`config.mk`:
```
export PLATFORM = sky130hd
export DESIGN_NAME = bm_buf_alloc
export DESIGN_NICKNAME = d
export VERILOG_FILES = /design/src/rtl/bm_buf_alloc.sv
export SDC_FILE = /design/constraint.sdc
export NUM_CORES = 1
export LEC_CHECK = 0
export ABC_CLOCK_PERIOD_IN_PS = 5050
export BUFFER_PORTS_ARGS = -buffer_cell sky130_fd_sc_hd__buf_2
export CORE_MARGIN = 5
export CORE_UTILIZATION = 30
export DETAILED_ROUTE_END_ITERATION = 7
export PLACE_DENSITY_LB_ADDON = 0.3
export SLEW_MARGIN = 20
export SYNTH_ARGS = -nofsm -noshare
export SYNTH_HDL_FRONTEND = slang
export SYNTH_SLANG_ARGS = --single-unit
export TNS_END_PERCENT = 30
```
`constraint.sdc`:
```
create_clock -name clk -period 5.05 [get_ports clk]
set_input_delay 0.505 -clock clk [delete_from_list [all_inputs] [get_ports clk]]
set_output_delay 0.505 -clock clk [all_outputs]
set_load 0.01 [all_outputs]
```
`src/rtl/bm_buf_alloc.sv`:
```
// Buffer allocator: circular free list with FWFT head prefetch, plus packet chain link writer.
// Define BM_ALLOC_ERR_CHK_EN to drop over-full/INIT frees and drive the sticky alloc_err flag.
`ifndef BUF_PTR_NBITS
`define BUF_PTR_NBITS 4
`endif

module bm_buf_alloc #(
  parameter int unsigned BUF_PTR_NBITS = `BUF_PTR_NBITS,
  parameter int unsigned NUM_BUFS      = 1 << BUF_PTR_NBITS
) (
  input  logic                     clk,
  input  logic                     rstn,
  input  logic                     alloc_req,
  input  logic                     alloc_sop,
  input  logic                     alloc_eop,
  output logic                     alloc_rdy,
  output logic [BUF_PTR_NBITS-1:0] alloc_buf_ptr,
  input  logic                     free_valid,
  input  logic [BUF_PTR_NBITS-1:0] free_buf_ptr,
  output logic                     enq_buf_valid,
  output logic [BUF_PTR_NBITS-1:0] enq_buf_ptr_cur,
  output logic [BUF_PTR_NBITS-1:0] enq_buf_ptr_nxt,
  output logic                     init_done,
  output logic [BUF_PTR_NBITS:0]   free_count,
  output logic                     alloc_err
);

  localparam logic [BUF_PTR_NBITS:0]   NumBufsC = (BUF_PTR_NBITS + 1)'(NUM_BUFS);
  localparam logic [BUF_PTR_NBITS-1:0] LastIdxC = BUF_PTR_NBITS'(NUM_BUFS - 1);
  localparam logic [BUF_PTR_NBITS-1:0] PtrOneC  = BUF_PTR_NBITS'(1);
  localparam logic [BUF_PTR_NBITS:0]   CntOneC  = (BUF_PTR_NBITS + 1)'(1);

  typedef enum logic [1:0] {StInit, StIdle, StPkt} state_e;

  function automatic logic [BUF_PTR_NBITS-1:0] ptr_inc(input logic [BUF_PTR_NBITS-1:0] p);
    return (p == LastIdxC) ? '0 : p + PtrOneC;
  endfunction

  state_e                   r_state;
  logic [BUF_PTR_NBITS-1:0] r_mem [NUM_BUFS];
  logic [BUF_PTR_NBITS-1:0] r_init_cnt;
  logic [BUF_PTR_NBITS-1:0] r_head;
  logic [BUF_PTR_NBITS-1:0] r_tail;
  logic [BUF_PTR_NBITS-1:0] r_rd_ptr;
  logic [BUF_PTR_NBITS-1:0] r_head_ptr;
  logic [BUF_PTR_NBITS-1:0] r_last_ptr;
  logic [BUF_PTR_NBITS-1:0] r_enq_cur;
  logic [BUF_PTR_NBITS-1:0] r_enq_nxt;
  logic                     r_enq_valid;
  logic                     r_init_done;
  logic                     r_rd_valid;
  logic                     r_head_valid;
  logic [BUF_PTR_NBITS:0]   r_free_count;

  logic                     w_xfer;
  logic                     w_free_push;
  logic                     w_issue;
  logic                     w_head_adv;
  logic [1:0]               w_occ;
  logic [1:0]               w_occ_after;
  logic [BUF_PTR_NBITS:0]   w_ram_cnt;
  logic                     w_mem_we;
  logic [BUF_PTR_NBITS-1:0] w_mem_waddr;
  logic [BUF_PTR_NBITS-1:0] w_mem_wdata;

  assign alloc_rdy = r_init_done & (r_free_count != '0) & r_head_valid;
  assign w_xfer    = alloc_req & alloc_rdy;

  // Entries still in the RAM = pool count minus those already in the read stage / head register.
  assign w_occ       = {1'b0, r_head_valid} + {1'b0, r_rd_valid};
  assign w_occ_after = w_occ - {1'b0, w_xfer};
  assign w_ram_cnt   = r_free_count - (BUF_PTR_NBITS + 1)'(w_occ);
  assign w_issue     = r_init_done & (w_ram_cnt != '0) & (w_occ_after != 2'd2);
  assign w_head_adv  = ~r_head_valid | w_xfer;

`ifdef BM_ALLOC_ERR_CHK_EN
  logic w_free_full;
  logic w_proto_err;
  logic r_alloc_err;

  assign w_free_full = (r_free_count == NumBufsC);
  assign w_free_push = free_valid & r_init_done & ~w_free_full;
  assign w_proto_err = w_xfer & (((r_state == StIdle) & ~alloc_sop) |
                                 ((r_state == StPkt) & alloc_sop));

  always_ff @(posedge clk) begin
    if (!rstn) begin
      r_alloc_err <= 1'b0;
    end else if (w_proto_err | (free_valid & ~w_free_push)) begin
      r_alloc_err <= 1'b1;
    end
  end

  assign alloc_err = r_alloc_err;
`else
  assign w_free_push = free_valid;
  assign alloc_err   = 1'b0;
`endif

  // INIT owns the write port; afterwards it carries returned buffers.
  assign w_mem_we    = (r_state == StInit) | w_free_push;
  assign w_mem_waddr = (r_state == StInit) ? r_init_cnt : r_tail;
  assign w_mem_wdata = (r_state == StInit) ? r_init_cnt : free_buf_ptr;

  always_ff @(posedge clk) begin
    if (w_mem_we) begin
      r_mem[w_mem_waddr] <= w_mem_wdata;
    end
  end

  // Pool bookkeeping and the two-stage prefetch (RAM read stage, then head register).
  always_ff @(posedge clk) begin
    if (!rstn) begin
      r_head       <= '0;
      r_tail       <= '0;
      r_rd_ptr     <= '0;
      r_rd_valid   <= 1'b0;
      r_head_ptr   <= '0;
      r_head_valid <= 1'b0;
      r_free_count <= '0;
      r_init_done  <= 1'b0;
    end else begin
      if (!r_init_done) begin
        if (r_state != StInit) begin
          r_init_done  <= 1'b1;
          r_free_count <= NumBufsC;
        end
      end else begin
        case ({w_xfer, w_free_push})
          2'b10:   r_free_count <= r_free_count - CntOneC;
          2'b01:   r_free_count <= r_free_count + CntOneC;
          default: r_free_count <= r_free_count;
        endcase
      end

      if (w_free_push) begin
        r_tail <= ptr_inc(r_tail);
      end

      if (w_issue) begin
        r_rd_ptr   <= r_mem[r_head];
        r_rd_valid <= 1'b1;
        r_head     <= ptr_inc(r_head);
      end else if (w_head_adv) begin
        r_rd_valid <= 1'b0;
      end

      if (w_head_adv) begin
        r_head_valid <= r_rd_valid;
        if (r_rd_valid) begin
          r_head_ptr <= r_rd_ptr;
        end
      end
    end
  end

  // Chain FSM; a sop in PKT abandons the open chain, a non-sop in IDLE starts one.
  always_ff @(posedge clk) begin
    if (!rstn) begin
      r_state     <= StInit;
      r_init_cnt  <= '0;
      r_last_ptr  <= '0;
      r_enq_valid <= 1'b0;
      r_enq_cur   <= '0;
      r_enq_nxt   <= '0;
    end else begin
      r_enq_valid <= 1'b0;
      case (r_state)
        StInit: begin
          if (r_init_cnt == LastIdxC) begin
            r_init_cnt <= '0;
            r_state    <= StIdle;
          end else begin
            r_init_cnt <= r_init_cnt + PtrOneC;
          end
        end
        StIdle: begin
          if (w_xfer) begin
            r_last_ptr <= r_head_ptr;
            if (!alloc_eop) begin
              r_state <= StPkt;
            end
          end
        end
        StPkt: begin
          if (w_xfer) begin
            r_last_ptr <= r_head_ptr;
            if (!alloc_sop) begin
              r_enq_valid <= 1'b1;
              r_enq_cur   <= r_last_ptr;
              r_enq_nxt   <= r_head_ptr;
            end
            if (alloc_eop) begin
              r_state <= StIdle;
            end
          end
        end
        default: r_state <= StInit;
      endcase
    end
  end

  assign alloc_buf_ptr   = r_head_ptr;
  assign enq_buf_valid   = r_enq_valid;
  assign enq_buf_ptr_cur = r_enq_cur;
  assign enq_buf_ptr_nxt = r_enq_nxt;
  assign init_done       = r_init_done;
  assign free_count      = r_free_count;

endmodule

```
==> metrics.cfg, run 1 <==
[die]
die_h_um=137
start_util_pct=30.4
rows=46
core-area_sq_um=15800
die_width_um=137
ios=31
dieArea_sq_um=18700

[clock_network]
postCtsSetupBuffers=0
clock_sinks=107
worst_skew_pair.late_latency_ns=0.35
clockBufferDepth=2
hold_buffers=0
cts_tree=yes
ctsResizeCount=0
cts.clk_slew.worst_paths_ns=0.07
root_buffer=clkbuf_16
cts_buffers=9
cts.htree.levels=3

[critical_path]
startpoint_type=flip-flop
crit_arrival_ns=3.41
crit_path_max_fanout=7
end_kind=flip-flop
worstSetupPathType=flip-flop to flip-flop
cp.required_ns=5.28

[grt]
grtUsageTotal_pct=11.1
antenna_found_initial=0
grt_pass1_vias=3085
grt_first_pass_wirelength_um=15800
grt_overflow_total=0
grt_start_max_net_pins=28

[timing]
hold_viol_final=0
fin_crit_sh_pct=63.0
fmaxAchievable_mhz=315
fin_crit_ns=3.18
finalSetupTns_ns=0
drv_slew=0
setup_ws_ns=1.87
finalClockSkew_ns=0.00786
rsz0062_at_grt=false
setup_violations=0
worst_slew_pin_slew_ns=0.941
slew_headroom_pct=37.3

[synthesis]
synth.distinct_cells=54
syn_area_sq_um=4810
synth_fp_nets=429
synth-edff-count=64
ys_seq_area_share_pct=57.9
yosysWarnings=0
syn_inst=403
async_flop_share_pct=0
synth_top_flop_cell=edfxtp_1
syn_area_per_cell_sq_um=11.9
ys_seq_elements=107

[drt]
routedWlPerCell_um=15.4
ant_nets=0
drtIter0Drc=178
routed_wl_um=9940
drt-vias-per-instance=4.86
num_vias=3127
firstDrtPassIters=4
drc=0

[finish]
fin_nets=449
layout_common_cells=64 x edfxtp_1, 47 x nor2_1, 43 x dfxtp_1
final_common_cell=edfxtp_1
syn2layout_area_growth_pct=13.0
layout-drive-gt1-share_pct=15.9
stdcell_count=644
final_util_pct=34.3
antenna_cells=0

[flow_run]
max_cap_viol_count=0

[power]
peakVddDrop_mv=0.168
p_leak_nw=1.97
total_power_mw=2.00
p_per_area_nw_per_um2=368

[placed_design]
place_ws_ns=1.90
dp.final_hpwl_um=7080
gp_congestion=0.820
dp_cells=628
io_buffer_count=29

[outcome]
status=finished clean

[min_path]
min_path_type=flip-flop to flip-flop

## metal layers
layer	share of wire [%]	GRT usage [%]	up-vias
li1	-	-	1526
met1	45	13.8	1522
met2	49	18.5	71
met3	5.3	2.98	8
met4	1.2	3.98	0
met5	0	0	-
## path summary, 6_finish.rpt
check / slack, ns / startpoint / depth (start not counted) / endpoint
setup / recovery: 1.87 / free_count[1]$_SDFFE_PN0P_ / 9 / free_count[4]$_SDFFE_PN0P_
hold / removal: 0.46 / r_last_ptr[3]$_SDFFE_PN0P_ / 2 / r_last_ptr[3]$_SDFFE_PN0P_
setup reg to reg: 1.87 / free_count[1]$_SDFFE_PN0P_ / 9 / free_count[4]$_SDFFE_PN0P_
hold reg to reg: 0.46 / r_last_ptr[3]$_SDFFE_PN0P_ / 2 / r_last_ptr[3]$_SDFFE_PN0P_
## flip-flops by register name (all words and copies together) (netlist names), 2 cells and up
signal,count
r_init_cnt,4
enq_buf_ptr_nxt,4
free_count,5
alloc_buf_ptr,4
r_last_ptr,4
r_tail,4
r_state,2
r_mem,64
enq_buf_ptr_cur,4
r_head,4
r_rd_ptr,4
## synth_stat cells (2+ instances only)
cell type	number	area, sq um
a21oi_1	21	105
a41oi_1	2	17.5
nand4_1	2	12.5
nand2b_1	5	31.3
inv_1	12	45.0
nand3_1	14	70.1
and3_1	2	12.5
dfxtp_1	43	861
buf_2	3	15.0
nor3_1	4	20.0
mux2i_1	22	220
o21a_1	3	22.5
or4_1	5	37.5
o32a_1	2	20.0
nor2_1	47	176
a31oi_1	6	37.5
or3_1	4	25.0
nand2_1	34	128
nor3b_1	4	30.0
a32oi_1	2	17.5
mux2_2	5	56.3
o31ai_1	3	22.5
ha_1	15	188
a2111oi_0	2	17.5
edfxtp_1	64	1920
nor2b_1	2	12.5
nor4_1	2	12.5
o22ai_1	3	18.8
buf_1	2	7.51
clkbuf_1	17	63.8
mux4_2	13	293
xor2_1	3	26.3
o21ai_0	11	55.1
xnor2_1	4	35.0
## cells by family (layout without fill, tap and decap cells)
kind of cell | Yosys count | in the layout | synth area share [%]
flip-flops | 107 | 107 | 57.9
AO/OA/AOI/OAI | 66 | 66 | 8.80
other | 1 | 1 | 0.0780
multiplexers | 41 | 41 | 12.2
buffers and inverters | 37 | 62 | 3.20
adder cells (fa/ha/maj) | 16 | 16 | 4.32
XOR/XNOR | 7 | 7 | 1.28
AND/OR/NAND/NOR | 128 | 128 | 12.3
## layout make-up
| type | count | area, sq um |
|---|---|---|
| fillers | 1561 | 10400 |
| flip-flops and latches | 107 | 2780 |
| multi-input cells | 259 | 1870 |
| well taps | 216 | 270 |
| clock buffers | 10 | 229 |
| repair buffers | 33 | 175 |
| clock inverters | 6 | 56.3 |
| inverters | 13 | 48.8 |
## worst max-delay path: stages, from the launching register on
cell,delay [ns]
dfxtp_1,0.37
or4_1,0.67
o21ai_0,0.33
nand2_1,0.23
fa_1,0.45
a21o_1,0.20
a21oi_1,0.17
xor2_1,0.21
nor4_1,0.07
a2111oi_0,0.36
## report_power, final
group / internal, mW / switching [mW] / total [mW]
logic: 0.0960 / 0.169 / 0.265
registers: 1.02 / 0.0356 / 1.06
clock network: 0.345 / 0.330 / 0.675
total: 1.46 / 0.535 / 2.00
## per-stage QoR
stage	hold WS (ns)	cell area [sq um]
final	0.457	5430
after CTS	0.460	5430
after detailed placement	0.451	5150
after global routing	0.476	5430
after floorplan	0.435	4810
after global placement	0.444	5150
No activity file was read; power rests on OpenSTA's default activity.
==> run 2, diff against run 1 <==
Settings changed: ABC_CLOCK_PERIOD_IN_PS 5050 to 2740.
Clock period 5.05 ns to 2.74 ns, I/O delays scaled along.
==> run 2 against run 1 <==
Effect of this change:
- register-to-register slack got worse by 1.7 ns
- sequential share of layout area fell by 0.97 points
- largest cell class unchanged
- critical path depth stayed put
- non-clock buffer count is 10 higher
==> metrics.cfg, run 2 (synthesized netlist as in run 1, its figures left out) <==
[critical_path]
cp-startpoint=free_count[1]$_SDFFE_PN0P_
end_kind=flip-flop
worstRegToRegCells=9  ; unchanged
reg2reg_slack_ns=0.18  ; -1.69 ns
startpoint_type=flip-flop
cp.required_ns=2.97  ; -2.31 ns
reg2reg_from=free_count[1]$_SDFFE_PN0P_
worstReg2RegEnd=free_count[4]$_SDFFE_PN0P_
cpMaxStageDelayCell=or4_4
cp_cell_sequence=or4_4 -> o21ai_2 -> nand2_2 -> fa_2 -> a21o_1 -> a21oi_2 -> xor2_1 -> nor4_1 -> a2111oi_0
crit_path_max_fanout=5  ; -2
endpoint=free_count[4]$_SDFFE_PN0P_
critical-path-max-stage-delay_ns=0.54  ; -0.13 ns
worstSetupPathType=flip-flop to flip-flop
crit_arrival_ns=2.78  ; -0.63 ns

[drt]
drt-vias-per-instance=4.85  ; -0.11%
routedWlPerCell_um=15.7  ; +1.9%
drtIter0Drc=174  ; -2.2%
num_vias=3172  ; +1.4%
routed_wl_um=10300  ; +3.5%
drc=0  ; unchanged
firstDrtPassIters=4  ; unchanged
ant_nets=0  ; unchanged

[timing]
worst_slew_pin_slew_ns=0.767  ; -0.175 ns
fin_crit_ns=2.56  ; -0.624 ns
rsz0062_at_grt=false
hold_ws_ns=0.332  ; -0.125 ns
setup_violations=0  ; unchanged
hold_viol_final=0  ; unchanged
finalClockSkew_ns=0.00785  ; -0.0000161 ns
drv_slew=0  ; unchanged
slew_headroom_pct=48.8  ; +12 points
fin_crit_sh_pct=93.3  ; +30 points
finalSetupTns_ns=0  ; unchanged
fmaxAchievable_mhz=391  ; +24%

[placed_design]
io_buffer_count=29  ; unchanged
gp_congestion=0.812  ; -1.1%
dp.final_hpwl_um=7340  ; +3.6%
dp_cells=637  ; +1.4%

[clock_network]
cts.clk_slew.worst_paths_ns=0.07  ; about the same
cts.htree.levels=3  ; unchanged
cts_buffers=9  ; unchanged
cts_tree=yes
clockBufferDepth=2  ; unchanged
root_buffer=clkbuf_16
hold_buffers=0  ; unchanged
worst_skew_pair.late_latency_ns=0.34  ; about the same
clock_sinks=107  ; unchanged

[die]
core-area_sq_um=15800  ; unchanged
rows=46  ; unchanged
ios=31  ; unchanged
die_width_um=137  ; unchanged
start_util_pct=30.4  ; unchanged
die_h_um=137  ; unchanged
dieArea_sq_um=18700  ; unchanged

[min_path]
min_path_type=primary input to flip-flop

[finish]
top_register=r_mem
layout-drive-gt1-share_pct=18.7  ; +2.8 points
final_common_cell=edfxtp_1
syn2layout_area_growth_pct=15.2
fin_nets=459  ; +2.2%
layout_common_cells=64 x edfxtp_1, 47 x nor2_1, 43 x dfxtp_1
antenna_cells=0  ; unchanged
largest_reg_flops=64  ; unchanged
stdcell_count=654  ; +1.6%
final_util_pct=35.0  ; +0.66 points

[grt]
grtUsageTotal_pct=11.8  ; +0.76 points
grt_start_max_net_pins=24  ; -14%
grt_pass1_vias=3151  ; +2.1%
antenna_found_initial=0  ; unchanged
grt_overflow_total=0  ; unchanged
grt_first_pass_wirelength_um=16900  ; +6.8%

[outcome]
status=finished clean

[power]
p_switching_mw=0.974  ; +82%
pwr-share-comb_pct=14.2  ; +0.9 points
peakVddDrop_mv=0.335  ; +99%
p_per_area_nw_per_um2=680  ; +85%
intPower_mw=2.79  ; +91%
clkPwrFrac_pct=34.3  ; +0.5 points
netSwitchingFraction_pct=25.9  ; -0.91 points
seq_power_share_pct=51.5  ; -1.4 points
p_leak_nw=2.01  ; +2.4%

[flow_run]
max_cap_viol_count=0  ; unchanged

-- run 2: cell count changes in the layout (fill, tap and decap cells not counted), sizes merged --
| cell | before | now |
|---|---|---|
| bufinv | 0 | 1 |
| buf | 33 | 43 |
| clkinv | 3 | 4 |
| inv | 16 | 14 |
| clkinvlp | 0 | 1 |
| clkbuf | 10 | 9 |
-- run 2: critical path: cells and delay by family, from the launching register on --
family	cells	cell delay, ns
flops	1	0.31
simple gates	3	0.74
xor+xnor	1	0.19
fa+ha+maj	1	0.37
compound gates	4	0.82
-- run 2: per-stage QoR --
step                      setup WS [ns]  cell area, sq um  power [mW]
final                             0.185              5540        3.77
after global routing             0.0393              5540        3.95
after CTS                        0.0798              5520        3.81
after detailed placement         0.0974              5220        2.51
after global placement            0.157              5220        2.50
after floorplan                  0.0585              4820        2.31
-- run 2: timing repair --
action	CTS	global route
setup buffers	0	1
gates resized for setup	0	2
endpoints found under the setup margin	0	1
-- run 2: power groups by stage --
stage	registers, mW	logic, mW	clock network, mW
2_1_floorplan	1.96	0.357	0
3_3_place_gp	1.97	0.526	0
3_5_place_dp	1.98	0.535	0
4_1_cts	1.94	0.537	1.33
5_1_grt	1.95	0.602	1.40
6_report	1.94	0.535	1.29
-- run 2: final cells by class --
class,instances,area (sq um)
Fill cell,1550,10300
Sequential cell,107,2780
Multi-Input combinational cell,259,1890
Tap cell,216,270
Timing Repair Buffer,43,250
Clock buffer,9,225
Clock inverter,7,73.8
Inverter,13,48.8
-- run 2: per-layer routing --
layer / track usage (%) / routed length (um) / share of wire, % / up-vias
met3: 3.16 / 439 / 4.3 / 14
li1: - / - / - / 1553
met5: 0 / 0 / 0 / -
met1: 15.2 / 4630 / 45 / 1542
met2: 19.4 / 5060 / 49 / 63
met4: 4.03 / 155 / 1.5 / 0
-- run 2: how the worst min path moves through the flow --
stage	start	endpoint	slack (ns)	cells after the start
2_1_floorplan	r_rd_ptr[1]$_SDFFE_PN0P_	alloc_buf_ptr[1]$_SDFFE_PN0P_	0.43	2
3_3_place_gp	r_last_ptr[0]$_SDFFE_PN0P_	r_last_ptr[0]$_SDFFE_PN0P_	0.45	2
3_5_place_dp	r_last_ptr[3]$_SDFFE_PN0P_	r_last_ptr[3]$_SDFFE_PN0P_	0.45	2
4_1_cts	rstn	alloc_buf_ptr[2]$_SDFFE_PN0P_	0.32	3
5_1_grt	rstn	alloc_buf_ptr[3]$_SDFFE_PN0P_	0.35	3
6_report	rstn	alloc_buf_ptr[3]$_SDFFE_PN0P_	0.33	3
==> run 3, diff against run 2 <==
Settings changed: MAX_ROUTING_LAYER set to met4.
==> run 3 against run 2 <==
Effect of this change:
- die area stayed put
- critical endpoint unchanged
- critical path depth stayed put
- clock skew hardly changed
- sequential power hardly changed
==> metrics.cfg, run 3 (synthesized netlist as in run 1, its figures left out) <==
[power]
p_per_area_nw_per_um2=681  ; about the same
pwr-share-comb_pct=14.2  ; about the same
p_switching_mw=0.976  ; +0.14%
seq_power_share_pct=51.5  ; about the same
p_leak_nw=2.01  ; unchanged
total_power_mw=3.77  ; about the same
netSwitchingFraction_pct=25.9  ; +0.026 points
intPower_mw=2.79  ; about the same
peakVddDrop_mv=0.334  ; -0.17%
clkPwrFrac_pct=34.4  ; about the same

[finish]
top_register=r_mem
antenna_cells=0  ; unchanged
fin_nets=459  ; unchanged
largest_reg_flops=64  ; unchanged
layout-drive-gt1-share_pct=18.7  ; unchanged
syn2layout_area_growth_pct=15.2  ; unchanged
layout_common_cells=64 x edfxtp_1, 47 x nor2_1, 43 x dfxtp_1
final_common_cell=edfxtp_1

[critical_path]
cpMaxStageDelayCell=or4_4
critical_path_buf_inv_count=0  ; unchanged
startpoint_type=flip-flop
cp_top_family=compound AO/OA/AOI/OAI gates
worstSetupPathType=flip-flop to flip-flop
crit_path_max_fanout=5  ; unchanged
crit_arrival_ns=2.78  ; about the same
critical-path-max-stage-delay_ns=0.54  ; about the same
cp_cell_sequence=or4_4 -> o21ai_2 -> nand2_2 -> fa_2 -> a21o_1 -> a21oi_2 -> xor2_1 -> nor4_1 -> a2111oi_0
cp.required_ns=2.97  ; about the same
end_kind=flip-flop

[drt]
drtIter0Drc=184  ; +5.7%
routed_wl_um=10200  ; -0.42%
drt-vias-per-instance=4.87  ; +0.32%
num_vias=3182  ; +0.32%
drc=0  ; unchanged
routedWlPerCell_um=15.7  ; -0.42%
firstDrtPassIters=4  ; unchanged
ant_nets=0  ; unchanged

[grt]
grtUsageTotal_pct=12.2  ; +0.33 points
grt_first_pass_wirelength_um=16900  ; about the same
grt_pass1_vias=3164  ; +0.41%
grt_overflow_total=0  ; unchanged
grt_start_max_net_pins=24  ; unchanged
antenna_found_initial=0  ; unchanged

[die]
die_h_um=137  ; unchanged
start_util_pct=30.4  ; unchanged
rows=46  ; unchanged
core-area_sq_um=15800  ; unchanged
die_width_um=137  ; unchanged
ios=31  ; unchanged
dieArea_sq_um=18700  ; unchanged

[placed_design]
gp_congestion=0.823  ; +1.5%
dp.final_hpwl_um=7340  ; unchanged
io_buffer_count=29  ; unchanged

[timing]
slew_headroom_pct=48.2  ; -0.66 points
finalClockSkew_ns=0.00784  ; -0.00000158 ns
fmaxAchievable_mhz=392  ; about the same
fin_crit_ns=2.55  ; -0.00174 ns
rsz0062_at_grt=false
fin_crit_sh_pct=93.2  ; about the same
hold_viol_final=0  ; unchanged
worst_slew_pin_slew_ns=0.776  ; +0.00990 ns
drv_slew=0  ; unchanged
setup_violations=0  ; unchanged
finalSetupTns_ns=0  ; unchanged

[clock_network]
clockBufferDepth=2  ; unchanged
worst_skew_pair.late_latency_ns=0.34  ; about the same
root_buffer=clkbuf_16
cts_tree=yes
cts_buffers=9  ; unchanged
cts.clk_slew.worst_paths_ns=0.07  ; about the same
clock_sinks=107  ; unchanged
hold_buffers=0  ; unchanged
cts.htree.levels=3  ; unchanged

[outcome]
status=finished clean

[flow_run]
max_cap_viol_count=0  ; unchanged

[min_path]
min_path_type=primary input to flip-flop

run 3: cell counts in the layout (fill, tap and decap cells not counted):
No cell type changed its count.
run 3: area by class of cell:
| type | instances | area [sq um] |
|---|---|---|
| well taps | 216 | 270 |
| inverters | 13 | 48.8 |
| multi-input cells | 259 | 1890 |
| clock buffers | 9 | 225 |
| clock inverters | 7 | 73.8 |
| fillers | 1550 | 10300 |
| repair buffers | 43 | 250 |
| flip-flops and latches | 107 | 2780 |
run 3: path summary, 6_finish.rpt:
kind	from	end	slack [ns]	cells past startpoint
worst min register to register	r_last_ptr[3]$_SDFFE_PN0P_	r_last_ptr[3]$_SDFFE_PN0P_	0.46	2
worst max register to register	free_count[1]$_SDFFE_PN0P_	free_count[4]$_SDFFE_PN0P_	0.19	9
worst min-delay path	rstn	alloc_buf_ptr[3]$_SDFFE_PN0P_	0.33	3
worst max-delay path	free_count[1]$_SDFFE_PN0P_	free_count[4]$_SDFFE_PN0P_	0.19	9
run 3: worst reg2reg max path: cells and delay by family, from the launching register on:
family                   cells  cell delay (ns)
AO/OA/AOI/OAI                4             0.82
AND/OR/NAND/NOR              3             0.74
adder cells (fa/ha/maj)      1             0.37
flip-flops                   1             0.31
XOR/XNOR                     1             0.19
run 3: timing repair:
item                                    4_1_cts  5_1_grt
endpoints found under the setup margin        0        1
resized for setup                             0        2
buffers inserted                              0        1
endpoints found under the hold margin         0        0
run 3: routing by layer:
metal / up-vias / routed length (um) / track usage [%]
met5: - / 0 / -
met4: 0 / 159 / 4.03
met3: 17 / 527 / 3.05
met2: 80 / 5030 / 19.4
met1: 1530 / 4530 / 15.2
li1: 1555 / - / -
run 3: power groups by stage:
| stage | combinational [mW] | clock [mW] | sequential, mW |
|---|---|---|---|
| after floorplan | 0.357 | 0 | 1.96 |
| after global placement | 0.526 | 0 | 1.97 |
| after detailed placement | 0.535 | 0 | 1.98 |
| after CTS | 0.537 | 1.33 | 1.94 |
| after global routing | 0.602 | 1.40 | 1.95 |
| final | 0.534 | 1.30 | 1.94 |
run 3: stage by stage:
stage                     cells  hold WS (ns)  setup WS, ns  util (%)  cell area, sq um
after floorplan             403         0.435        0.0585         -              4820
after global placement      637         0.450         0.157      33.0              5220
after detailed placement    637         0.450        0.0974      33.0              5220
after CTS                   653         0.324        0.0798      34.9              5520
after global routing        654         0.352        0.0395      35.0              5540
final                       654         0.332         0.187      35.0              5540
